**config.mk**
```make
export PLATFORM = sky130hd
export DESIGN_NAME = dca_matrix_lsu_txn_sequencer
export DESIGN_NICKNAME = d
export VERILOG_FILES = /design/src/rtl/dca_matrix_lsu_txn_sequencer.sv
export SDC_FILE = /design/constraint.sdc
export NUM_CORES = 1
export LEC_CHECK = 0
export ABC_CLOCK_PERIOD_IN_PS = 4950
export BUFFER_PORTS_ARGS = -buffer_cell sky130_fd_sc_hd__clkbuf_2
export CORE_UTILIZATION = 35
export DETAILED_ROUTE_END_ITERATION = 8
export GPL_ROUTABILITY_DRIVEN = 0
export GPL_TIMING_DRIVEN = 1
export PLACE_DENSITY = 0.52
export SYNTH_ARGS = -nofsm -noshare
export SYNTH_HDL_FRONTEND = slang
export SYNTH_SLANG_ARGS = --single-unit
```
**constraint.sdc**
```tcl
create_clock -name clk -period 4.95 [get_ports clk]
set_input_delay 0 -clock clk [delete_from_list [all_inputs] [get_ports clk]]
set_output_delay 0 -clock clk [all_outputs]
set_load 0.005 [all_outputs]
```
**src/rtl/dca_matrix_lsu_txn_sequencer.sv**
```systemverilog
// Matrix load/store transaction sequencer: turns one row/column instruction
// into one AXI-style burst request per row (optionally split at 4 KB pages),
// limits issued-but-uncompleted bursts, and signals instruction completion.
// Optional feature: define DCA_LSU_4KB_SPLIT_EN to split rows that cross a
// 4 KB boundary into two bursts (adds the SPLIT state).
module dca_matrix_lsu_txn_sequencer #(
  parameter int BW_ADDR         = 32,
  parameter int BW_AXI_DATA     = 64,
  parameter int MAX_NUM_ROW     = 16,
  parameter int MAX_NUM_COL     = 16,
  parameter int NUM_OUTSTANDING = 4
) (
  input  logic                           clk,
  input  logic                           rstnn,
  input  logic                           enable,
  output logic                           busy,
  input  logic                           inst_valid,
  output logic                           inst_ready,
  input  logic [1:0]                     inst_opcode,
  input  logic [BW_ADDR-1:0]             inst_addr,
  input  logic [BW_ADDR-1:0]             inst_stride,
  input  logic [$clog2(MAX_NUM_ROW)-1:0] inst_num_row_m1,
  input  logic [$clog2(MAX_NUM_COL)-1:0] inst_num_col_m1,
  input  logic [1:0]                     inst_elem_lsa,
  output logic                           txn_valid,
  input  logic                           txn_ready,
  output logic                           txn_write,
  output logic [BW_ADDR-1:0]             txn_addr,
  output logic [7:0]                     txn_len,
  output logic [$clog2(MAX_NUM_ROW)-1:0] txn_row,
  output logic                           txn_last,
  input  logic                           done_valid,
  output logic                           inst_done
);

  localparam int RW    = $clog2(MAX_NUM_ROW);
  localparam int CW    = $clog2(MAX_NUM_COL);
  localparam int BYTES = BW_AXI_DATA / 8;
  localparam int BL    = $clog2(BYTES);
  localparam int BCW   = CW + 4;
  localparam int OW    = $clog2(NUM_OUTSTANDING + 1);

  typedef enum logic [2:0] {
    IDLE,
    CALC,
    ISSUE,
`ifdef DCA_LSU_4KB_SPLIT_EN
    SPLIT,
`endif
    DRAIN
  } state_t;

  state_t             state, state_next;
  logic               write_reg;
  logic [BW_ADDR-1:0] addr_reg;
  logic [BW_ADDR-1:0] stride_reg;
  logic [RW-1:0]      num_row_m1_reg;
  logic [CW-1:0]      num_col_m1_reg;
  logic [1:0]         elem_lsa_reg;
  logic [RW-1:0]      row_reg;
  logic [7:0]         len_reg;
  logic [OW-1:0]      cnt_reg;

  logic               hs;
  logic               last_row;
  logic               row_adv;
  logic [BCW-1:0]     row_bytes;
  logic [BW_ADDR-1:0] end_addr;
  logic [7:0]         len_full;

  // Row geometry: the burst length counts beats touched from row start to row end.
  assign row_bytes = (BCW'(num_col_m1_reg) + BCW'(1)) << elem_lsa_reg;
  assign end_addr  = addr_reg + BW_ADDR'(row_bytes) - BW_ADDR'(1);
  assign len_full  = 8'((end_addr >> BL) - (addr_reg >> BL));

  assign hs       = txn_valid & txn_ready;
  assign last_row = (row_reg == num_row_m1_reg);

  assign inst_ready = (state == IDLE);
  assign busy       = (state != IDLE);
  assign txn_write  = write_reg;
  assign txn_row    = row_reg;
  // inst_done is an event, so it only fires in a cycle where the FSM moves on.
  assign inst_done  = enable && (state == DRAIN) && (cnt_reg == '0);

`ifdef DCA_LSU_4KB_SPLIT_EN
  logic               split_reg;
  logic [BW_ADDR-1:0] bnd_addr_reg;
  logic [7:0]         len2_reg;
  logic [BW_ADDR-1:0] page_last;
  logic [BW_ADDR-1:0] bnd_addr;
  logic               cross;
  logic [7:0]         len_first;
  logic [7:0]         len_second;

  // First burst stops at the last byte of the page; the second starts on the next page.
  assign page_last  = addr_reg | BW_ADDR'(12'hFFF);
  assign bnd_addr   = page_last + BW_ADDR'(1);
  assign cross      = (end_addr >> 12) != (addr_reg >> 12);
  assign len_first  = 8'((page_last >> BL) - (addr_reg >> BL));
  assign len_second = 8'((end_addr >> BL) - (bnd_addr >> BL));

  assign txn_valid = ((state == ISSUE) || (state == SPLIT)) && (cnt_reg != OW'(NUM_OUTSTANDING));
  assign txn_addr  = (state == SPLIT) ? bnd_addr_reg : addr_reg;
  assign txn_len   = (state == SPLIT) ? len2_reg : len_reg;
  assign txn_last  = last_row && (((state == ISSUE) && !split_reg) || (state == SPLIT));
  assign row_adv   = hs && (((state == ISSUE) && !split_reg) || (state == SPLIT));

  // Capture the split geometry while the row length is being computed.
  always_ff @(posedge clk or negedge rstnn) begin
    if (!rstnn) begin
      split_reg    <= 1'b0;
      bnd_addr_reg <= '0;
      len2_reg     <= '0;
    end else if (enable && (state == CALC)) begin
      split_reg    <= cross;
      bnd_addr_reg <= bnd_addr;
      len2_reg     <= len_second;
    end
  end
`else
  assign txn_valid = (state == ISSUE) && (cnt_reg != OW'(NUM_OUTSTANDING));
  assign txn_addr  = addr_reg;
  assign txn_len   = len_reg;
  assign txn_last  = last_row && (state == ISSUE);
  assign row_adv   = hs && (state == ISSUE);
`endif

  // State register; the FSM only moves while enabled.
  always_ff @(posedge clk or negedge rstnn) begin
    if (!rstnn) state <= IDLE;
    else if (enable) state <= state_next;
  end

  // Next-state decode.
  always_comb begin
    state_next = state;
    case (state)
      IDLE: begin
        if (inst_valid) begin
          state_next = ((inst_opcode == 2'd1) || (inst_opcode == 2'd2)) ? CALC : DRAIN;
        end
      end
      CALC: state_next = ISSUE;
      ISSUE: begin
        if (hs) begin
`ifdef DCA_LSU_4KB_SPLIT_EN
          if (split_reg) state_next = SPLIT;
          else state_next = last_row ? DRAIN : CALC;
`else
          state_next = last_row ? DRAIN : CALC;
`endif
        end
      end
`ifdef DCA_LSU_4KB_SPLIT_EN
      SPLIT: begin
        if (hs) state_next = last_row ? DRAIN : CALC;
      end
`endif
      DRAIN: begin
        if (cnt_reg == '0) state_next = IDLE;
      end
      default: state_next = IDLE;
    endcase
  end

  // Instruction fields, per-row length and row/address stepping.
  always_ff @(posedge clk or negedge rstnn) begin
    if (!rstnn) begin
      write_reg      <= 1'b0;
      addr_reg       <= '0;
      stride_reg     <= '0;
      num_row_m1_reg <= '0;
      num_col_m1_reg <= '0;
      elem_lsa_reg   <= '0;
      row_reg        <= '0;
      len_reg        <= '0;
    end else if (enable) begin
      if ((state == IDLE) && inst_valid) begin
        write_reg      <= (inst_opcode == 2'd2);
        addr_reg       <= inst_addr;
        stride_reg     <= inst_stride;
        num_row_m1_reg <= inst_num_row_m1;
        num_col_m1_reg <= inst_num_col_m1;
        elem_lsa_reg   <= inst_elem_lsa;
        row_reg        <= '0;
      end
      if (state == CALC) begin
`ifdef DCA_LSU_4KB_SPLIT_EN
        len_reg <= cross ? len_first : len_full;
`else
        len_reg <= len_full;
`endif
      end
      if (row_adv) begin
        row_reg  <= row_reg + RW'(1);
        addr_reg <= addr_reg + stride_reg;
      end
    end
  end

  // Outstanding-burst counter; runs even while the FSM is held by enable.
  always_ff @(posedge clk or negedge rstnn) begin
    if (!rstnn) cnt_reg <= '0;
    else if (hs && !done_valid) cnt_reg <= cnt_reg + OW'(1);
    else if (!hs && done_valid && (cnt_reg != '0)) cnt_reg <= cnt_reg - OW'(1);
  end

endmodule
```
==> results of run 1 <==
logic make-up after synthesis:
group / share of synthesized area
fa+ha+maj: 0.119
xor+xnor: 0.0605
compound gates: 0.202
flops: 0.362
mux: 0.0100
simple gates: 0.202
buf+inv: 0.0448
metrics by stage:
| step | utilization | std cells | setup WS (ns) |
|---|---|---|---|
| after CTS | 0.469 | 1194 | 0.555 |
| after global placement | 0.412 | 1107 | 0.669 |
| final | 0.469 | 1194 | 0.591 |
| after detailed placement | 0.412 | 1107 | 0.580 |
| after floorplan | - | 780 | 0.938 |
| after global routing | 0.469 | 1194 | 0.155 |
power by group through the flow:
| stage | clock, µW | sequential (µW) | combinational, µW |
|---|---|---|---|
| global route | 748 | 1510 | 5230 |
| floorplan | 0 | 1360 | 3610 |
| global placement | 0 | 1460 | 4540 |
| finish | 707 | 1450 | 4590 |
| CTS | 726 | 1450 | 4630 |
| detailed placement | 0 | 1460 | 4550 |
worst paths after layout:
| path | to | slack (ns) | cells past startpoint |
|---|---|---|---|
| min reg2reg | txn_write$_DFFE_PN0P_ | 0.48 | 2 |
| min in group asynchronous | num_col_m1_reg[3]$_DFFE_PN0P_ | 0.22 | 2 |
| min | txn_addr[22]$_DFFE_PN0P_ | 0.01 | 3 |
| max reg2reg | txn_len[7]$_DFFE_PN0P_ | 0.59 | 21 |
| max | txn_len[7]$_DFFE_PN0P_ | 0.59 | 21 |
| max in group asynchronous | stride_reg[12]$_DFFE_PN0P_ | 3.72 | 3 |
layout make-up:
cell class	count	share of cell area
multi-input cells	614	0.460
flip-flops and latches	92	0.280
repair buffers	210	0.174
well taps	225	0.0342
clock buffers	11	0.0283
inverters	38	0.0173
clock inverters	4	0.00623
synthesized netlist by cell type (all sizes together) (2+ instances only):
cell and instances:
xor2 23, buf 9, fa 3, o21ai 44
nand4 10, o211ai 3, or3 2, nor2b 6
o31ai 4, xnor2 21, nor4 3, a221o 2
o21bai 8, a21oi 66, nand2b 4, nor3 12
inv 38, a211oi 15, o22ai 7, a311o 3
a21o 14, and3 6, nand3 12, nand2 189
mux2i 3, dfrtp 92, or2 3, and2 3
nor2 53, a22oi 6, o21a 5, clkbuf 27
a31oi 7, ha 56, mux2 3
what timing repair did:
action	in CTS	in global routing
hold endpoints to repair	120	0
setup endpoints to repair	0	0
resized for setup	0	0
hold buffers	72	0
worst register-to-register path, stage by stage (launching register included):
cell and delay, ns:
dfrtp_1 0.45, ha_1 0.26, xor2_1 0.22, o21ai_0 0.11
o22a_1 0.21, ha_1 0.27, inv_1 0.04, ha_1 0.21
or2_2 0.29, o221a_2 0.24, nor2_1 0.12, nor2b_1 0.08
o21a_1 0.18, nor2_1 0.11, xnor2_1 0.14, ha_1 0.28
o21ai_0 0.17, a21oi_1 0.08, o41ai_1 0.34, xnor2_1 0.18
xor2_1 0.15, o21ai_0 0.08
per-layer routing:
metal / global-route usage / vias up / routed length (µm)
met5: 0 / - / 0
met4: 0.0611 / 0 / 286
met3: 0.0311 / 18 / 606
met2: 0.341 / 122 / 8330
met1: 0.258 / 2760 / 8200
li1: - / 3067 / -
==> flow_metrics.tcl, run 1 <==
set metrics [dict create \
    die_area_um2 18700 \
    dr.pass1.iters 4 \
    final_common_cell "nand2_1" \
    routed_wl_um 17400 \
    rows 48 \
    register_area_um2 2300 \
    crit_slowest_cell "dfrtp_1" \
    path_cells "ha_1 > xor2_1 > o21ai_0 > o22a_1 > ha_1 > inv_1 > ha_1 > or2_2 > o221a_2 > nor2_1 > nor2b_1 > o21a_1 > nor2_1 > xnor2_1 > ha_1 > o21ai_0 > a21oi_1 > o41ai_1 > xnor2_1 > xor2_1 > o21ai_0" \
    syn-cell-area_um2 6370 \
    worst-setup-path-type "register to register" \
    globalRouteOverflowTotal 0 \
    post_route_cells_drive_above_1_share 0.176 \
    finalMaxSlewViolations 0 \
    power_frac_comb 0.680 \
    yosysTopAreaCell "dfrtp_1" \
    slowest_delay_ns 0.45 \
    critPathRequiredTime_ns 5.16 \
    cp_num_buf_inv 1 \
    synth_edf_count 0 \
    cp_top_family "compound AO/OA/AOI/OAI gates" \
    cts.clk_slew.worst_paths_ns 0.07 \
    finalPower_uw 6750 \
    syn_area_per_cell_um2 8.16 \
    via_count 5967 \
    period_minus_slack_ns 4.36 \
    final_antenna_net_count 0 \
    yosys_warnings 0 \
    nFillCells 1770 \
    seq_power_share 0.215 \
    rsz0062_at_grt "false" \
    grt_pass1_wl_um 28900 \
    most-common-layout-cells "nand2_1, clkbuf_2, dfrtp_1" \
    max_clock_freq_ghz 0.229 \
    ys_seq_area_frac 0.362 \
    htree_levels 3 \
    synthArstFlopShare 1.00 \
    yosysUniqueCellTypes 59 \
    setup_viol 0 \
    worstMarginPinSlew_ns 0.811 \
    ir_drop_mv 0.499 \
    synth-seq-cells 92 \
    cts_tree "yes" \
    max-cap-violations 0 \
    r2r-start "num_col_m1_reg[0]$_DFFE_PN0P_" \
    die_h_um 137 \
    startpoint_type "register" \
    p_sw_uw 3160 \
    tns_ns 0 \
    syn_inst 780 \
    cts_buffers 9 \
    drcViolationCount 0 \
    core_area_um2 17500 \
    status "complete, no violations" \
    wl_per_cell_um 14.6 \
    place.port_buffers 131 \
    p_clk_frac 0.105 \
    fin_skew_ns 0.00663 \
    syn2layout_area_growth_pct 29.3 \
    place_area_um2 7220 \
    clkLatencyLatePin_ns 0.36 \
    crit_top_cell "ha_1" \
    ctsRootBufferMaster "clkbuf_16" \
    hold_class "primary input to register" \
    grt_antenna_before_repair 0 \
    post_cts_buffers 0 \
    diodes 0 \
    dp_hpwl_um 12800 \
    grt_max_degree 51 \
    drt-initial-drc-count 221 \
    grt_usage 0.199 \
    ios 132 \
    p_int_uw 3590 \
    cts.sinks 92 \
    first_global_vias 5821 \
    die_w_um 137 \
    min_period_over_period 0.881 \
    initial_core_util 0.363 \
    routed_via_density 5.00 \
    swShare 0.468 \
    cp-end-kind "register" \
    synth_top_area_frac 0.362 \
    crit_path_start "num_col_m1_reg[0]$_DFFE_PN0P_" \
    worstPathArrival_ns 4.57 \
    critPathMaxFanout 7 \
    hold_viol_final 0 \
    holdCritStartpoint "inst_addr[22]" \
    clock_path_buffers 2 \
    synth.area.top_cells "dfrtp_1, nand2_1, ha_1" \
    power.density_nw_per_um2 820 \
    fin_nets 1106 \
    final_area_um2 8230 \
    relSlewSlack 0.459 \
    synth_fp_nets 921 \
    synth_flop_cell "dfrtp_1" \
    power.leakage_uw 0.00410 \
    multi_input_area_um2 3790 \
    timing.hold.ws_ns 0.0147 \
]
Note: power is estimated with default switching activity, not from simulation.
==> run 2: changes to the inputs <==
- CORE_UTILIZATION: 35 -> 55
- PLACE_DENSITY: 0.52 -> 0.77
- RECOVER_POWER: not set -> 100
==> flow_metrics.tcl, run 2 (synthesis gave the netlist of run 1 again) <==
set metrics [dict create \
    rsz0062_at_grt "false" \
    reg2reg_slack_ns 0.42 \
    crit_top_cell "ha_1" \
    die_h_um 110 \
    clock_path_buffers 2 \
    routed_via_density 5.74 \
    post-place-ws_ns 0.549 \
    drt-initial-drc-count 324 \
    worstMarginPinSlew_ns 2.54 \
    power.leakage_uw 0.00398 \
    startpoint_type "register" \
    path_cells "ha_1 > xor2_1 > o21ai_0 > o22a_1 > ha_1 > inv_1 > ha_1 > or2_2 > o221a_2 > nor2_1 > nor2b_1 > nor2_1 > ha_1 > nor2b_1 > o21ai_0 > a21oi_1 > o41ai_1 > xnor2_1 > xor2_1 > o21ai_0" \
    finalMaxSlewViolations 190 \
    cts_buffers 9 \
    nFillCells 829 \
    ir_drop_mv 0.735 \
    first_global_vias 6149 \
    max-cap-violations 4 \
    grt_usage 0.316 \
    post_cts_buffers 0 \
    grt_antenna_before_repair 0 \
    critPathMaxFanout 7 \
    cts.repair.resized 0 \
    r2r_cells 20 \
    cts.clk_slew.worst_paths_ns 0.07 \
    grt_max_degree 64 \
    critPathRequiredTime_ns 5.15 \
    ctsRootBufferMaster "clkbuf_16" \
    via_count 6362 \
    crit_path_start "num_col_m1_reg[0]$_DFFE_PN0P_" \
    critical_path_cell_count 20 \
    fin_skew_ns 0.00890 \
    fin_nets 1105 \
    power.density_nw_per_um2 858 \
    hold_class "primary input to register" \
    setup_viol 0 \
    worst-setup-path-type "register to register" \
    drcViolationCount 0 \
    r2r-start "num_col_m1_reg[0]$_DFFE_PN0P_" \
    clkLatencyLatePin_ns 0.35 \
    rows 38 \
    diodes 0 \
    cp_top_family "compound AO/OA/AOI/OAI gates" \
    die_w_um 110 \
    cp-end-kind "register" \
    dp_hpwl_um 12100 \
    most-common-layout-cells "nand2_1, clkbuf_2, dfrtp_1" \
    dr.pass1.iters 5 \
    final_antenna_net_count 0 \
    cts.sinks 92 \
    timing.hold.ws_ns 0.0218 \
    die_area_um2 12000 \
    routed_wl_um 18000 \
    htree_levels 3 \
    hold_buffers 72 \
    crit_slowest_cell "dfrtp_1" \
    dp_cells 1021 \
    max_clock_freq_ghz 0.221 \
    post_route_cells_drive_above_1_share 0.133 \
    wl_per_cell_um 16.2 \
    worstPathArrival_ns 4.74 \
    ios 132 \
    setup_ws_ns 0.419 \
    r2r_end "txn_len[7]$_DFFE_PN0P_" \
    fin_cells 1109 \
    relSlewSlack -0.693 \
    place.port_buffers 131 \
    cp-endpoint "txn_len[7]$_DFFE_PN0P_" \
    slowest_delay_ns 0.47 \
    globalRouteOverflowTotal 0 \
    syn2layout_area_growth_pct 26.9 \
    grt_pass1_wl_um 29000 \
    core_area_um2 11100 \
    tns_ns 0 \
    final_common_cell "nand2_1" \
    initial_core_util 0.575 \
    violations "max-capacitance violations, max-slew violations" \
    hold_viol_final 0 \
    cts_tree "yes" \
    status "finished with violations" \
    period_minus_slack_ns 4.53 \
    min_period_over_period 0.915 \
    cp_num_buf_inv 1 \
]
[run 2: worst min path at each step]
stage | startpoint | endpoint | slack [ns] | cells past startpoint
finish | inst_opcode[0] | txn_write$_DFFE_PN0P_ | 0.02 | 5
detailed placement | rstnn | txn_len[1]$_DFFE_PN0P_ | -0.03 | 1
floorplan | rstnn | cnt_reg[0]$_DFFE_PN0P_ | -0.30 | 0
global placement | rstnn | txn_len[1]$_DFFE_PN0P_ | -0.04 | 1
CTS | inst_addr[2] | txn_addr[2]$_DFFE_PN0P_ | 0.01 | 3
global route | inst_addr[2] | txn_addr[2]$_DFFE_PN0P_ | 0.04 | 3
[run 2: metrics by stage]
stage	power [µW]	utilization	area, µm²
CTS	6900	0.736	8150
floorplan	4980	-	6370
detailed placement	6060	0.642	7110
global placement	5840	0.642	7110
global route	7550	0.730	8080
finish	6940	0.730	8080
[run 2: tightest hold or removal path, stage by stage]
cell	delay (ns)
clkbuf_2	0.08
inv_1	0.04
ha_1	0.13
nand2_1	0.05
nand2_1	0.05
[run 2: area by class of cell]
class,count,area [µm²],share of cell area
timing repair buffer,209,1360,0.168
clock buffer,12,246,0.0305
inverter,38,143,0.0176
tap,140,175,0.0217
multi-input combinational,614,3780,0.468
clock inverter,4,72.6,0.00898
sequential,92,2300,0.285
[run 2: routing by layer]
metal | GRT usage | part of all wire
met3 | 0.0533 | 0.062
met4 | 0.116 | 0.021
met2 | 0.559 | 0.50
met1 | 0.384 | 0.41
met5 | 0 | 0
[run 2: power breakdown]
| group | total [µW] | internal (µW) | switching (µW) |
|---|---|---|---|
| registers | 1450 | 1110 | 345 |
| clock network | 757 | 456 | 301 |
| logic | 4730 | 2080 | 2640 |
==> run 3: changes to the inputs <==
- CORE_UTILIZATION: 55 -> 35
- PLACE_DENSITY: 0.77 -> 0.52
==> flow_metrics.tcl, run 3 (synthesis gave the netlist of run 1 again) <==
set metrics [dict create \
    status "finished with violations" \
    violations "max-capacitance violations, max-slew violations" \
    fin_skew_ns 0.00654 \
    reg2reg_slack_ns 0.59 \
    dp_hpwl_um 12800 \
    most-common-layout-cells "nand2_1, clkbuf_2, dfrtp_1" \
    setup_ws_ns 0.590 \
    drcViolationCount 0 \
    fin_nets 1106 \
    syn2layout_area_growth_pct 28.1 \
    post-place-ws_ns 0.580 \
    relSlewSlack -0.896 \
    final_area_um2 8160 \
    ir_drop_mv 0.492 \
    routed_wl_um 17400 \
    cts_buffers 9 \
    worstPathArrival_ns 4.57 \
    seq_power_share 0.216 \
    finalMaxSlewViolations 127 \
    register_area_um2 2300 \
    routed_via_density 5.01 \
    startpoint_type "register" \
    period_minus_slack_ns 4.36 \
    p_int_uw 3550 \
    holdCritStartpoint "inst_addr[17]" \
    place.port_buffers 131 \
    die_area_um2 18700 \
    cts.clk_slew.worst_paths_ns 0.07 \
    diodes 0 \
    grt_pass1_wl_um 28900 \
    initial_core_util 0.363 \
    cts_tree "yes" \
    cp-end-kind "register" \
    max_clock_freq_ghz 0.229 \
    r2r_end "txn_len[7]$_DFFE_PN0P_" \
    via_count 5980 \
    p_clk_frac 0.105 \
    globalRouteOverflowTotal 0 \
    max-cap-violations 3 \
    die_w_um 137 \
    tns_ns 0 \
    core_area_um2 17500 \
    power.density_nw_per_um2 821 \
    rsz0062_at_grt "false" \
    power.leakage_uw 0.00398 \
    post_route_cells_drive_above_1_share 0.133 \
    cts.sinks 92 \
    ios 132 \
    first_global_vias 5821 \
    worstMarginPinSlew_ns 2.84 \
    nFillCells 1793 \
    place_area_um2 7220 \
    setup_viol 0 \
    worst-setup-path-type "register to register" \
    final_antenna_net_count 0 \
    clock_path_buffers 2 \
    rows 48 \
    power_frac_comb 0.678 \
    hold_path_end "txn_addr[17]$_DFFE_PN0P_" \
    min_period_over_period 0.881 \
    r2r_cells 21 \
    htree_levels 3 \
    ctsRootBufferMaster "clkbuf_16" \
    whs_path_depth 4 \
    wl_per_cell_um 14.6 \
    hold_viol_final 0 \
    hold_class "primary input to register" \
    critPathMaxFanout 7 \
    multi_input_area_um2 3770 \
    final_util 0.465 \
    dr.pass1.iters 4 \
    drt-initial-drc-count 226 \
    grt_max_degree 51 \
    grt_usage 0.199 \
    grt_antenna_before_repair 0 \
    swShare 0.469 \
    p_sw_uw 3140 \
    clkLatencyLatePin_ns 0.36 \
    critPathRequiredTime_ns 5.16 \
    final_common_cell "nand2_1" \
    die_h_um 137 \
    r2r-start "num_col_m1_reg[0]$_DFFE_PN0P_" \
]
==> run 3: cell count changes in the layout (fill, tap and decap cells not counted), sizes merged <==
| cell | delta |
|---|---|
| buf | +1 |
| bufinv | -1 |
| clkbuf | -1 |
| clkinv | +1 |
==> run 3: worst max path at each step <==
stage,cells after the start,startpoint,end
after floorplan,21,num_col_m1_reg[0]$_DFFE_PN0P_,txn_len[7]$_DFFE_PN0P_
after global placement,21,num_col_m1_reg[0]$_DFFE_PN0P_,txn_len[7]$_DFFE_PN0P_
after detailed placement,21,num_col_m1_reg[0]$_DFFE_PN0P_,txn_len[7]$_DFFE_PN0P_
after CTS,21,num_col_m1_reg[0]$_DFFE_PN0P_,txn_len[7]$_DFFE_PN0P_
after global routing,21,num_col_m1_reg[0]$_DFFE_PN0P_,txn_len[7]$_DFFE_PN0P_
final,21,num_col_m1_reg[0]$_DFFE_PN0P_,txn_len[7]$_DFFE_PN0P_
==> run 3: final cells by class <==
class | count | area share
well taps | 225 | 0.0345
clock buffers | 11 | 0.0285
flip-flops and latches | 92 | 0.282
multi-input cells | 614 | 0.463
clock inverters | 4 | 0.00629
repair buffers | 210 | 0.168
inverters | 38 | 0.0175
==> run 3: power by group through the flow <==
stage                     clock, µW  combinational (µW)  sequential, µW
after floorplan                   0                3610            1360
after global placement            0                4540            1460
after detailed placement          0                4550            1460
after CTS                       726                4630            1450
after global routing            748                5180            1500
final                           707                4540            1450
==> run 3: layer usage <==
layer  GRT usage  share of wire
met1       0.258           0.47
met2       0.341           0.48
met3      0.0311          0.038
met4      0.0611          0.016
met5           0              0
==> run 3: critical path, cell delays in order, from the launching register on <==
cell	delay, ns
dfrtp_1	0.45
ha_1	0.26
xor2_1	0.22
o21ai_0	0.11
o22a_1	0.21
ha_1	0.27
inv_1	0.04
ha_1	0.21
or2_2	0.29
o221a_2	0.24
nor2_1	0.12
nor2b_1	0.08
o21a_1	0.18
nor2_1	0.11
xnor2_1	0.14
ha_1	0.28
o21ai_0	0.17
a21oi_1	0.08
o41ai_1	0.34
xnor2_1	0.18
xor2_1	0.15
o21ai_0	0.08
==> run 3: timing repair <==
item,4_1_cts,5_1_grt
hold endpoints to repair,120,0
hold buffers,72,0
buffers inserted,0,0
gates resized for setup,0,0
==> run 3: metrics by stage <==
step / cells / power [µW] / hold WS, ns
finish: 1194 / 6700 / 0.0182
global route: 1194 / 7440 / 0.0510
CTS: 1194 / 6800 / 0.0101
detailed placement: 1107 / 6010 / 0.0825
global placement: 1107 / 6000 / 0.0741
floorplan: 780 / 4980 / -0.296
